`src/rtl/lamp_seq_ctrl.sv`:
```
// Four-colour lamp scheduler (R -> G -> Y -> B) with per-colour programmable dwell times.
// Optional fault blink (fault input, RED blinking, sequence frozen) enabled by LAMP_FAULT_BLINK_EN.
module lamp_seq_ctrl #(
    parameter int unsigned DW      = 8,
    parameter int unsigned DWELL_R = 4,
    parameter int unsigned DWELL_G = 4,
    parameter int unsigned DWELL_Y = 2,
    parameter int unsigned DWELL_B = 2
) (
    input  logic          clock,
    input  logic          reset,
    input  logic          run,
`ifdef LAMP_FAULT_BLINK_EN
    input  logic          fault,
`endif
    input  logic          cfg_we,
    input  logic [1:0]    cfg_sel,
    input  logic [DW-1:0] cfg_data,
    output logic [0:3]    light,
    output logic [1:0]    phase,
    output logic          wrap
);

    typedef enum logic [1:0] {S0 = 2'd0, S1 = 2'd1, S2 = 2'd2, S3 = 2'd3} state_t;

    state_t        state;
    state_t        state_nxt;
    logic [DW-1:0] cnt;
    logic [DW-1:0] dwell [4];
    logic [DW-1:0] dwell_cur;
    logic [DW-1:0] eff;
    logic [0:3]    lamp;
    logic          at_end;
    logic          freeze;
    logic          step;

    function automatic logic [0:3] decode(input state_t s);
        logic [0:3] l;
        l = 4'b1000;
        unique case (s)
            S0: l = 4'b1000;
            S1: l = 4'b0100;
            S2: l = 4'b0010;
            S3: l = 4'b0001;
        endcase
        return l;
    endfunction

`ifdef LAMP_FAULT_BLINK_EN
    logic blink;

    assign freeze = fault;

    // Blink phase restarts at 0 each time a fault episode begins, so the first fault cycle is RED.
    always_ff @(posedge clock) begin
        if (reset) begin
            blink <= 1'b0;
        end else begin
            blink <= fault ? ~blink : 1'b0;
        end
    end

    assign light = fault ? (blink ? 4'b0000 : 4'b1000) : lamp;
`else
    assign freeze = 1'b0;
    assign light  = lamp;
`endif

    // Zero dwell is treated as one cycle; >= lets a shrunk dwell advance at once instead of lapping.
    always_comb begin
        dwell_cur = dwell[state];
        eff       = (dwell_cur == '0) ? DW'(1) : dwell_cur;
        at_end    = (cnt >= eff - DW'(1));
        step      = run && !freeze;
        state_nxt = state_t'(state + 2'd1);
    end

    always_ff @(posedge clock) begin
        if (reset) begin
            state    <= S0;
            cnt      <= '0;
            wrap     <= 1'b0;
            lamp     <= 4'b1000;
            dwell[0] <= DW'(DWELL_R);
            dwell[1] <= DW'(DWELL_G);
            dwell[2] <= DW'(DWELL_Y);
            dwell[3] <= DW'(DWELL_B);
        end else begin
            if (cfg_we) begin
                dwell[cfg_sel] <= cfg_data;
            end
            if (step && at_end) begin
                state <= state_nxt;
                cnt   <= '0;
                lamp  <= decode(state_nxt);
                wrap  <= (state == S3);
            end else begin
                if (step) begin
                    cnt <= cnt + DW'(1);
                end
                wrap <= 1'b0;
            end
        end
    end

    assign phase = state;

endmodule

```
`config.mk`:
```
export PLATFORM = sky130hd
export DESIGN_NAME = lamp_seq_ctrl
export DESIGN_NICKNAME = d
export VERILOG_FILES = /design/src/rtl/lamp_seq_ctrl.sv
export SDC_FILE = /design/constraint.sdc
export NUM_CORES = 1
export LEC_CHECK = 0
export BUFFER_PORTS_ARGS = -buffer_cell sky130_fd_sc_hd__buf_2
export CORE_MARGIN = 8
export CORE_UTILIZATION = 59
export DETAILED_ROUTE_END_ITERATION = 10
export PLACE_DENSITY = 0.78
export SYNTH_ARGS = -nofsm -noshare
export SYNTH_HDL_FRONTEND = slang
export SYNTH_SLANG_ARGS = --single-unit
```
`constraint.sdc`:
```
create_clock -name clock -period 5.5 [get_ports clock]
set_clock_uncertainty 0.2 [all_clocks]
set_input_delay 1.375 -clock clock [delete_from_list [all_inputs] [get_ports clock]]
set_output_delay 1.375 -clock clock [all_outputs]
set_load 0.005 [all_outputs]
```
==> qor.yml <==
run_status:
  status: "complete, no violations"
power:
  ir_drop_mv: 0.213
  p_total_mw: 0.707
  leakage_nw: 1.06
  power-per-cell-area_nw_per_um2: 260
drt:
  drt.antenna.violating_nets: 0
  vias_per_cell: 5.68
  met3RoutedLength_um: 105
  vias: 1534
  wl_met2_mm: 2.40
  wl_per_cell_um: 17.5
  drc: 0
  drt_iter0_drc: 90
  firstDrtPassIters: 4
  routed.top_layer: "met4"
  drt-met1-wl_mm: 2.13
  drt-total-wl_mm: 4.73
worst_hold_path:
  worstHoldPathType: "register to register"
clock_network:
  hold_buffers: 0
  insertion_delay_ns: 0.31
  clock_sinks: 49
  cts-htree-levels: 2
  cts_buffers: 5
  post_cts_buffers: 0
  cts_buffer_depth: 2
  cts_resized: 0
  root_buffer: "clkbuf_8"
  clk_pin_slew_ns: 0.09
  tritoncts: "done"
yosys:
  syn_inst: 198
  syn_nets: 226
  synth.distinct_cells: 35
  yosys_register_bits: 49
  yosysWarnings: 0
  synth_seq_area_share_pct: 52.2
  avgSynthCellArea_um2: 12.6
  synth_ff_type: "edfxtp_1"
  yosysMostFrequentCell: "edfxtp_1"
  synthTopCellsByArea: "edfxtp_1, dfxtp_1, and2_1"
  async_flop_share_pct: 0
  yosysTopAreaCellShare_pct: 38.5
  synth_top_area_cell: "edfxtp_1"
  netlist_area_um2: 2490
  synth_edf_count: 32
  synth.top_cells.by_count: "edfxtp_1, and2_1, dfxtp_1"
layout:
  design_area_um2: 2720
  fin_nets: 247
  antennaDiodeCount: 0
  nFillCells: 300
  layout-drive-gt1-share_pct: 19.1
  area_growth_pct: 9.13
worst_setup_path:
  start_kind: "register"
  worstPathRequired_ns: 5.50
  critPathMaxFanout: 8
  cp.arrival_ns: 4.38
  worstSetupPathType: "register to register"
  cp-end-kind: "register"
sta:
  period_minus_slack_ns: 4.38
  slew_viol_final: 0
  layout_setup_ws_ns: 1.12
  hold_viol_final: 0
  max_freq_mhz: 228
  worstMarginPinSlew_ns: 1.02
  setup_violations: 0
  slew_headroom_pct: 31.4
  period_share_pct: 79.7
  setup_tns_ns: 0
  rsz0062_at_grt: "no"
placed_design:
  dp_hpwl_mm: 3.45
  dpl_cell_area_um2: 2630
  port_buffers: 20
  place.gp.congestion: 0.855
  dp_slack_ns: 1.16
floorplan:
  num_io_pins: 21
  coreArea_um2: 4030
  die_w_um: 81.0
  start_util_pct: 61.9
  fp.dieArea_um2: 6560
  placementRows: 23
  fp.dieH_um: 81.0
grt:
  grt_pass1_wl_mm: 7.92
  grt_use_total_pct: 15.9
  grt_max_degree: 28
  grt_overflow_total: 0
  antenna_found_initial: 0
  first_global_vias: 1572
run:
  maxCapViolations: 0
per-layer routing:
layer | vias up | global-route usage (%)
li1 | 755 | -
met3 | 8 | 3.53
met5 | - | 0
met2 | 17 | 26.7
met4 | 0 | 6.07
met1 | 754 | 19.4
critical path, cell delays in order, from the launching register on:
cell	delay (ns)
dfxtp_1	0.61
mux4_1	0.71
nor3_1	0.42
a31oi_1	0.19
ha_1	0.25
nand2b_1	0.10
nor4_1	0.06
xnor2_1	0.14
ha_1	0.32
a41oi_1	0.20
o21ai_0	0.16
a22oi_2	0.52
mux2_2	0.39
flip-flops by register name, summed over array words and instances, names as in the netlist, named ones only:
name   flops
dwell     32
cnt        8
light      4
wrap       1
phase      2
cells by family (layout without fill, tap and decap cells):
family	after synthesis	in the layout	share of synthesized area (%)
xor gates and xnor gates	10	10	3.51
muxes	16	16	11.3
AOI/OAI and AO/OA	14	14	4.37
buffers and inverters	12	34	2.11
DFF	49	49	52.2
adders and majority gates	14	14	7.02
and+or+nand+nor	83	83	19.5
path summary, 6_finish.rpt:
path,start,to,slack (ns),cells after the start
max,register,phase[0],1.12,12
min,light[3],light[3],0.29,2
max reg2reg,register,phase[0],1.12,12
min reg2reg,light[3],light[3],0.29,2
cell usage in the layout (no fill, tap or decap), types with 2 or more instances in the layout:
master / n
nor3_1: 10
inv_1: 6
or2_2: 3
clkbuf_8: 5
nor2_1: 10
edfxtp_1: 32
a21oi_1: 5
nand3_1: 2
xnor2_1: 6
xor2_1: 4
o21ai_0: 2
buf_2: 20
dfxtp_1: 17
mux4_1: 5
clkinv_4: 2
ha_1: 14
nand4_1: 2
nor3b_1: 3
mux2i_1: 6
and2_1: 28
nand2b_1: 15
mux2_2: 2
nand2_1: 5
mux4_2: 3
power by group:
part           total, mW  switching (mW)  internal (mW)
Combinational     0.0675          0.0379         0.0296
Sequential         0.420         0.00767          0.412
Clock              0.220           0.127         0.0928
Total              0.707           0.173          0.534
layout make-up:
cell class / count / area, um^2 / area share [%]
clock inverter: 3 / 26.3 / 0.966
tap: 50 / 62.6 / 2.30
clock buffer: 5 / 68.8 / 2.53
sequential: 49 / 1300 / 47.8
timing repair buffer: 20 / 100 / 3.68
multi-input combinational: 137 / 1140 / 41.9
inverter: 6 / 22.5 / 0.828
stage by stage:
stage | hold WS, ns | util, % | std cells
6_report | 0.292 | 67.5 | 270
5_1_grt | 0.315 | 67.5 | 270
4_1_cts | 0.295 | 67.5 | 270
3_5_place_dp | 0.280 | 65.2 | 262
3_3_place_gp | 0.260 | 65.2 | 262
2_1_floorplan | 0.268 | - | 198
Note: power is estimated with default switching activity, not from simulation.
